**src/rtl/piccolo_dec_keysched.sv**
```systemverilog
// Piccolo-80 key schedule streamer, decryption order.
// Registers the key on start, emits the reordered whitening keys once, then
// streams one round-key pair per accepted handshake, last round first. Odd
// decryption rounds carry their pair half-swapped.
// Optional macro PICCOLO_ENC_MODE_EN adds an enc input; with enc=1 the
// forward (encryption) schedule is streamed instead.
module piccolo_dec_keysched #(
    parameter int ROUNDS = 25
) (
    input  logic        clk,
    input  logic        rst,
    input  logic        start,
    input  logic [79:0] key,
`ifdef PICCOLO_ENC_MODE_EN
    input  logic        enc,
`endif
    output logic        busy,
    output logic [63:0] wk_out,
    output logic        wk_valid,
    output logic [31:0] rk_out,
    output logic        rk_valid,
    input  logic        rk_ready,
    output logic [4:0]  rk_idx,
    output logic        done
);

    typedef enum logic [1:0] {IDLE, LOAD, STREAM, DONE} state_t;

    localparam logic [4:0] LAST = 5'(ROUNDS - 1);

    state_t      state;
    logic [79:0] key_r;
    logic [4:0]  d;
    logic [4:0]  d_next;
    logic        mode_enc;
    logic [31:0] first_pair;
    logic [31:0] next_pair;
    logic [63:0] wk_calc;

    // Forward pair (rk2i, rk2i+1): round constant XOR the key words picked by i mod 5
    function automatic logic [31:0] fwd_pair(input logic [79:0] k, input logic [4:0] i);
        logic [4:0]  c;
        logic [4:0]  m;
        logic [31:0] con;
        logic [31:0] kw;
        c   = i + 5'd1;
        con = {c, 5'd0, c, 2'b00, c, 5'd0, c} ^ 32'h0f1e2d3c;
        m   = i % 5'd5;
        case (m)
            5'd0, 5'd2: kw = k[47:16];
            5'd1, 5'd4: kw = k[79:48];
            default:    kw = {k[15:0], k[15:0]};
        endcase
        return con ^ kw;
    endfunction

    // Pair for stream position dd: forward order in enc mode, otherwise
    // reversed rounds with the halves swapped on odd positions
    function automatic logic [31:0] sched_pair(input logic [79:0] k, input logic e,
                                               input logic [4:0] dd);
        logic [31:0] f;
        if (e) begin
            f = fwd_pair(k, dd);
        end else begin
            f = fwd_pair(k, LAST - dd);
            if (dd[0]) f = {f[15:0], f[31:16]};
        end
        return f;
    endfunction

    // Whitening keys, forward order {wk0,wk1,wk2,wk3} or decryption order {wk2,wk3,wk0,wk1}
    function automatic logic [63:0] whiten(input logic [79:0] k, input logic e);
        logic [15:0] w0, w1, w2, w3;
        w0 = {k[79:72], k[55:48]};
        w1 = {k[63:56], k[71:64]};
        w2 = {k[15:8],  k[23:16]};
        w3 = {k[31:24], k[7:0]};
        return e ? {w0, w1, w2, w3} : {w2, w3, w0, w1};
    endfunction

`ifdef PICCOLO_ENC_MODE_EN
    logic enc_r;
    assign mode_enc = enc_r;
`else
    assign mode_enc = 1'b0;
`endif

    assign d_next     = d + 5'd1;
    assign first_pair = sched_pair(key_r, mode_enc, 5'd0);
    assign next_pair  = sched_pair(key_r, mode_enc, d_next);
    assign wk_calc    = whiten(key_r, mode_enc);
    assign rk_idx     = d;

    // Control FSM with registered outputs; reset clears the whole schedule
    always_ff @(posedge clk or posedge rst) begin
        if (rst) begin
            state    <= IDLE;
            key_r    <= '0;
            d        <= '0;
            busy     <= 1'b0;
            wk_out   <= '0;
            wk_valid <= 1'b0;
            rk_out   <= '0;
            rk_valid <= 1'b0;
            done     <= 1'b0;
`ifdef PICCOLO_ENC_MODE_EN
            enc_r    <= 1'b0;
`endif
        end else begin
            case (state)
                IDLE: begin
                    done <= 1'b0;
                    if (start) begin
                        key_r    <= key;
`ifdef PICCOLO_ENC_MODE_EN
                        enc_r    <= enc;
`endif
                        busy     <= 1'b1;
                        wk_valid <= 1'b0;
                        state    <= LOAD;
                    end
                end
                LOAD: begin
                    wk_out   <= wk_calc;
                    wk_valid <= 1'b1;
                    d        <= 5'd0;
                    rk_out   <= first_pair;
                    rk_valid <= 1'b1;
                    state    <= STREAM;
                end
                STREAM: begin
                    if (rk_ready) begin
                        if (d == LAST) begin
                            // counter parks at the last round; never wraps
                            rk_valid <= 1'b0;
                            done     <= 1'b1;
                            state    <= DONE;
                        end else begin
                            d      <= d_next;
                            rk_out <= next_pair;
                        end
                    end
                end
                DONE: begin
                    done  <= 1'b0;
                    busy  <= 1'b0;
                    state <= IDLE;
                end
                default: state <= IDLE;
            endcase
        end
    end

endmodule

```
**config.mk**
```make
export PLATFORM = sky130hd
export DESIGN_NAME = piccolo_dec_keysched
export DESIGN_NICKNAME = d
export VERILOG_FILES = /design/src/rtl/piccolo_dec_keysched.sv
export SDC_FILE = /design/constraint.sdc
export NUM_CORES = 1
export LEC_CHECK = 0
export CAP_MARGIN = 10
export CORE_ASPECT_RATIO = 0.7
export CORE_MARGIN = 3
export CORE_UTILIZATION = 48
export DETAILED_ROUTE_END_ITERATION = 8
export PLACE_DENSITY = 0.76
export SLEW_MARGIN = 15
export SYNTH_ARGS = -nofsm -noshare
export SYNTH_HDL_FRONTEND = slang
export SYNTH_SLANG_ARGS = --single-unit
```
**constraint.sdc**
```tcl
create_clock -name clk -period 8.2 [get_ports clk]
set_input_delay 1.64 -clock clk [delete_from_list [all_inputs] [get_ports clk]]
set_output_delay 1.64 -clock clk [all_outputs]
set_load 0.02 [all_outputs]
```
==> reports/qor.txt, run 1 <==
status: finished clean
clock power share: 0.147
antenna violations before repair: 4
worst reg2reg path depth: 18
Async S/R FF share, synth: 1.00
Hold Crit Class: register to register
sw power: 0.00246 W
DRC errors left: 0
Skew-Pair Late Insertion Delay: 430 ps
Final Critical Period: 6210 ps
Routed WL per cell: 23.7 um
synth top area cells: dfrtp_1 53%, mux2_2 18%, a221oi_1 2.9%, ha_1 1.7%, a21oi_1 1.6%
worst-path fanout max: 31
initial DRC count: 618
met3 Use GR: 0.0744
global-route wire length before repair: 40300 um
max cap viols: 0
r2r setup slk: 1990 ps
count of pins over their slew limit: 0
Fin Clk Skew: 11.8 ps
post-CTS resize count: 0
IO Pins: 189
die area: 0.0202 mm^2
TritonCTS clock tree: yes
Clock transition at path regs: 70 ps
Cell Area, Placed: 0.0109 mm^2
clock root buffer: clkbuf_16
CTS buffer count: 17
setup_tns: 0 ps
Vias/cell: 6.07
cell taking the most area after synthesis: dfrtp_1
VDD IR max: 280 uV
Startpoint Class: register
IO Port Bufs: 188
worst path required time: 8530 ps
WHS Endpoint: wk_out[7]
grt total ovfl: 0
core area: 0.0177 mm^2
Synth warnings: 0
vias in the first global route: 6750
CTS max path bufs: 2
EDFF count, synth: 0
most numerous cell in the Yosys netlist: dfrtp_1
internal power: 0.00336 W
Distinct cells, synth: 68
Post-synth top cells: 187 x dfrtp_1, 146 x mux2_2, 32 x clkbuf_1
mapped cell area: 0.00889 mm^2
WS Path Type: register to register
design area: 0.0115 mm^2
Post-Route WL: 26500 um
reg2reg end: rk_out[30]
Worst setup EP type: register
hold slack final: 507 ps
Leak Pwr: 4.70 nW
Area growth syn-to-layout: 29.8%
unrepaired setup endpoints after global routing: false
Seq pwr share: 0.316
final hold vios: 0
Initial Util: 0.503
Cell Pwr Density: 504 mW/mm^2
Synthesized Nets: 800
Combinational Power Share: 0.536
H-tree level count: 4
met1 Use GR: 0.398
worst r2r src: rk_idx[0]
GRT Total Usage: 0.259
dpl cells: 1087
total power: 0.00582 W
switching share of power: 0.423
pin count of the biggest net entering global routing: 115
gr busiest metal: met1
Hold Startpoint: wk_out[7]
Slew HR: 0.212
worst path arrival time: 6540 ps
Synth top area share: 0.526
DR vias: 6791
share of layout cells above drive strength 1: 0.231
Non-Filler Instances: 1118
dpl hpwl: 18300 um
Worst-Margin Slew: 1180 ps
Achievable Freq: 161 MHz
final cycle utilization of the critical path: 0.757
GP Congestion: 0.841
postcts setup bufs: 0
hold depth: 1
nets: 971
Die Ht: 120 um
Antenna Nets Post-Route: 0
GRT met2 Usage: 0.364
Setup-failing EPs final: 0
Site Rows: 40
Post-synth top flop: dfrtp_1
DRT Pass-1 Iters: 5
Seq/Total Area, Yosys: 0.526
Cells after Synth: 704
Seq cells post-synth: 187
syn avg cell area: 12.6 um^2
Hold-fix buffers, CTS: 0
Die Width: 169 um
clock sink count: 187
[through the flow]
step / utilization / setup slack (ps)
2_1_floorplan: - / 1470
3_3_place_gp: 0.619 / 2350
3_5_place_dp: 0.619 / 2110
4_1_cts: 0.653 / 2080
5_1_grt: 0.654 / 1490
6_report: 0.654 / 1990
[power groups by stage]
stage / logic (W) / registers, W / clock network, W
final: 0.00312 / 0.00184 / 0.000858
after global routing: 0.00333 / 0.00189 / 0.000906
after CTS: 0.00311 / 0.00183 / 0.000869
after detailed placement: 0.00308 / 0.00184 / 0
after global placement: 0.00301 / 0.00181 / 0
after floorplan: 0.00186 / 0.00195 / 0
[sequential cells by signal, indices dropped and copies added, names as in the netlist]
register and flops:
rk_idx 5, wk_valid 1, done 1, key_r 80, rk_valid 1, rk_out 32, wk_out 64, state 2
busy 1
[worst max-delay path by stage]
stage	slack, ps	cells past startpoint	startpoint	end
after floorplan	1470	1	rst	busy
after global placement	2350	18	rk_idx[0]	rk_out[30]
after detailed placement	2110	18	rk_idx[0]	rk_out[30]
after CTS	2080	18	rk_idx[0]	rk_out[30]
after global routing	1490	18	rk_idx[0]	rk_out[30]
final	1990	18	rk_idx[0]	rk_out[30]
[critical path: stages, from the launching register on]
cell,delay [ps]
dfrtp_1,670
clkinv_1,410
ha_1,660
and4bb_1,260
a31oi_1,190
o221a_2,260
nand2_2,100
inv_2,130
ha_1,140
nand2b_1,100
mux2i_1,120
nor4b_1,310
a21oi_1,110
o2111a_1,170
a311oi_4,770
o2111a_2,860
a221oi_1,270
mux2_1,380
a211oi_1,170
[cells by family (layout without fill, tap and decap cells)]
kind of cell | count (synthesis) | after routing | synth area share
flip-flops | 187 | 187 | 0.526
buffers and inverters | 55 | 237 | 0.0280
AND/OR/NAND/NOR | 107 | 107 | 0.0668
adder cells (fa/ha/maj) | 12 | 12 | 0.0169
other | 0 | 1 | 0
multiplexers | 157 | 157 | 0.198
AO/OA/AOI/OAI | 168 | 168 | 0.145
XOR/XNOR | 18 | 18 | 0.0194
[area by class of cell]
class	instances	area [um^2]
antenna	1	2.50
multi-input combinational	462	3980
tap	231	289
fill	1310	6120
timing repair buffer	196	1940
clock inverter	11	158
inverter	11	48.8
sequential	187	4680
clock buffer	19	443
[metal layers]
metal	wire (um)	vias to the layer above
met1	12400	3422
met5	22	-
met4	227	4
met3	2620	24
met2	11200	344
li1	-	2997
[cells in the final DEF (no fill, tap or decap), types with 8 or more instances in the layout]
master / n
clkdlybuf4s50_1: 188
dfrtp_1: 187
mux2_2: 146
a21oi_1: 29
a221oi_1: 29
nand2_1: 25
o21ai_0: 25
a21boi_0: 18
clkbuf_16: 17
nor2_1: 12
nand3_1: 11
xnor2_1: 11
nand3b_1: 11
ha_1: 11
nor3b_1: 10
mux2i_1: 9
a22o_1: 9
o221ai_1: 9
nor3_1: 8
buf_4: 8
(Power assumes the default switching activity.)
==> run 2, diff against run 1 <==
==> constraint.sdc (replaced) <==
create_clock -name clk -period 6.5 [get_ports clk]
set_input_delay 1.3 -clock clk [delete_from_list [all_inputs] [get_ports clk]]
set_output_delay 1.3 -clock clk [all_outputs]
set_load 0.02 [all_outputs]
==> run 2 against run 1 <==
Compared with the run above: sequential share of layout area fell by 0.070 points; maximum frequency increased by 5.1%; first-iteration DRC count grew 20%; combinational power rose by 27%; non-clock buffer count is 3 higher.
==> reports/qor.txt, run 2 (synthesis gave the netlist of run 1 again) <==
status: finished clean
IO Pins: 189 (unchanged)
worst path required time: 6840 ps (-1690 ps)
hold slack final: 511 ps (+3.83 ps)
DRT Pass-1 Iters: 7 (+2)
Top delay family on crit path: compound AO/OA/AOI/OAI gates
dpl hpwl: 18700 um (+2.0%)
Cell Pwr Density: 636 mW/mm^2 (+26%)
GRT Total Usage: 0.264 (+0.00570)
WS Path Type: register to register
Antenna Nets Post-Route: 0 (unchanged)
most used cell, CP: ha_1
Seq pwr share: 0.317 (about the same)
Non-Filler Instances: 1122 (+0.36%)
Leak Pwr: 4.71 nW (+0.22%)
nets: 974 (+0.31%)
antenna violations before repair: 0 (-4)
grt total ovfl: 0 (unchanged)
final hold vios: 0 (unchanged)
Area growth syn-to-layout: 30.1%
DR vias: 6785 (-0.088%)
top sig layer: met4
total power: 0.00735 W (+26%)
sw power: 0.00317 W (+28%)
unrepaired setup endpoints after global routing: false
Final Critical Period: 5910 ps (-304 ps)
internal power: 0.00419 W (+25%)
Fin Clk Skew: 11.3 ps (-0.421 ps)
VDD IR max: 289 uV (+3.0%)
Hold-fix buffers, CTS: 0 (unchanged)
clock sink count: 187 (unchanged)
IO Port Bufs: 188 (unchanged)
final cycle utilization of the critical path: 0.909 (+0.151)
Achievable Freq: 169 MHz (+5.1%)
Largest register FFs: 80 (unchanged)
commonest non-fill, non-tap cell in the layout: clkdlybuf4s50_1
pin count of the biggest net entering global routing: 104 (-9.6%)
max cap viols: 0 (unchanged)
Initial Util: 0.503 (unchanged)
postcts setup bufs: 0 (unchanged)
design area: 0.0116 mm^2 (+0.17%)
global-route wire length before repair: 41200 um (+2.2%)
Regs by FF count: key_r: 80 flops, wk_out: 64 flops, rk_out: 32 flops
share of layout cells above drive strength 1: 0.236 (+0.00431)
Startpoint Class: register
post-CTS resize count: 0 (unchanged)
DRT met1 WL: 12400 um (about the same)
clock power share: 0.144 (-0.003)
dpl cells: 1090 (+0.28%)
Skew-Pair Late Insertion Delay: 440 ps (about the same)
Post-Route WL: 26700 um (+0.80%)
H-tree level count: 4 (unchanged)
Die Ht: 120 um (unchanged)
Biggest register: key_r
Buf/Inv on CP: 3 (+1)
GP Congestion: 0.887 (+5.5%)
Die Width: 169 um (unchanged)
antenna cells: 0 (-1)
met3 WL: 2610 um (-0.38%)
Clock transition at path regs: 70 ps (about the same)
CP max-delay cell: dfrtp_1
Hold Crit Class: register to register
Site Rows: 40 (unchanged)
setup_tns: 0 ps (unchanged)
metal2 WL: 11500 um (+2.2%)
Setup-failing EPs final: 0 (unchanged)
CTS max path bufs: 2 (unchanged)
count of pins over their slew limit: 0 (unchanged)
Cell Area, Placed: 0.0110 mm^2 (+0.21%)
clock root buffer: clkbuf_16
initial DRC count: 744 (+20%)
vias in the first global route: 6914 (+2.4%)
CP cell instances: clkinv_1 > ha_1 > and4bb_1 > a31oi_1 > o211ai_1 > nand2_2 > inv_2 > ha_1 > nand2b_1 > mux2i_1 > nand3_1 > a32oi_1 > nand3b_1 > buf_4 > o2111a_2 > a221oi_1 > mux2_1 > a211oi_1
leading cell types in the layout, fill and taps excluded: 188 x clkdlybuf4s50_1, 187 x dfrtp_1, 146 x mux2_2
Combinational Power Share: 0.538 (+0.002)
core area: 0.0177 mm^2 (unchanged)
fill count: 1301 (-0.69%)
worst-path fanout max: 31 (unchanged)
switching share of power: 0.431 (+0.00757)
Routed WL per cell: 23.8 um (+0.45%)
TritonCTS clock tree: yes
Vias/cell: 6.05 (-0.44%)
worst path arrival time: 6250 ps (-290 ps)
CTS buffer count: 17 (unchanged)
DRC errors left: 0 (unchanged)
r2r setup slk: 590 ps (-1400 ps)
Slew HR: 0.230 (+0.0173)
Worst setup EP type: register
Worst-Margin Slew: 1150 ps (-25.9 ps)
CP max stage delay: 700 ps (-160 ps)
die area: 0.0202 mm^2 (unchanged)
[run 2: changes by cell type in the layout (fill, tap and decap cells not counted), sizes merged]
cell,delta
clkinv,+2
bufinv,-2
inv,+3
buf,+3
diode,-1
clkbuf,-1
[run 2: stage by stage]
| stage | worst slack [ps] | utilization |
|---|---|---|
| finish | 594 | 0.655 |
| global route | 133 | 0.655 |
| CTS | 675 | 0.655 |
| detailed placement | 757 | 0.621 |
| global placement | 951 | 0.621 |
| floorplan | 115 | - |
[run 2: final timing paths]
path,start,end,cells past startpoint
max,rk_idx[0],rk_out[30],18
min,wk_out[40],wk_out[40],1
max reg2reg,rk_idx[0],rk_out[30],18
min reg2reg,wk_out[40],wk_out[40],1
max in group asynchronous,rst,rk_out[8],3
min in group asynchronous,rst,wk_out[20],2
[run 2: power by group through the flow]
stage / Combinational [W] / Sequential [W] / Clock (W)
6_report: 0.00396 / 0.00233 / 0.00106
5_1_grt: 0.00421 / 0.00240 / 0.00112
4_1_cts: 0.00393 / 0.00232 / 0.00107
3_5_place_dp: 0.00390 / 0.00234 / 0
3_3_place_gp: 0.00381 / 0.00230 / 0
2_1_floorplan: 0.00235 / 0.00247 / 0
[run 2: final cells by class]
type	instances	area, um^2	share of cell area
well taps	231	289	0.0250
clock buffers	18	429	0.0371
clock inverters	14	171	0.0148
repair buffers	199	1960	0.170
inverters	11	48.8	0.00422
flip-flops and latches	187	4680	0.405
multi-input cells	462	3980	0.344
[run 2: worst register-to-register path: stages (launching register included)]
cell and delay [ps]:
dfrtp_1 700, clkinv_1 430, ha_1 660, and4bb_1 260, a31oi_1 180, o211ai_1 200, nand2_2 180, inv_2 90
ha_1 200, nand2b_1 130, mux2i_1 280, nand3_1 190, a32oi_1 360, nand3b_1 170, buf_4 240, o2111a_2 700
a221oi_1 300, mux2_1 380, a211oi_1 170
[run 2: routing by layer]
metal  track usage  vias to the layer above
met2         0.381                      316
li1              -                     3001
met1         0.398                     3448
met3        0.0810                       20
met5             0                        -
met4        0.0480                        0
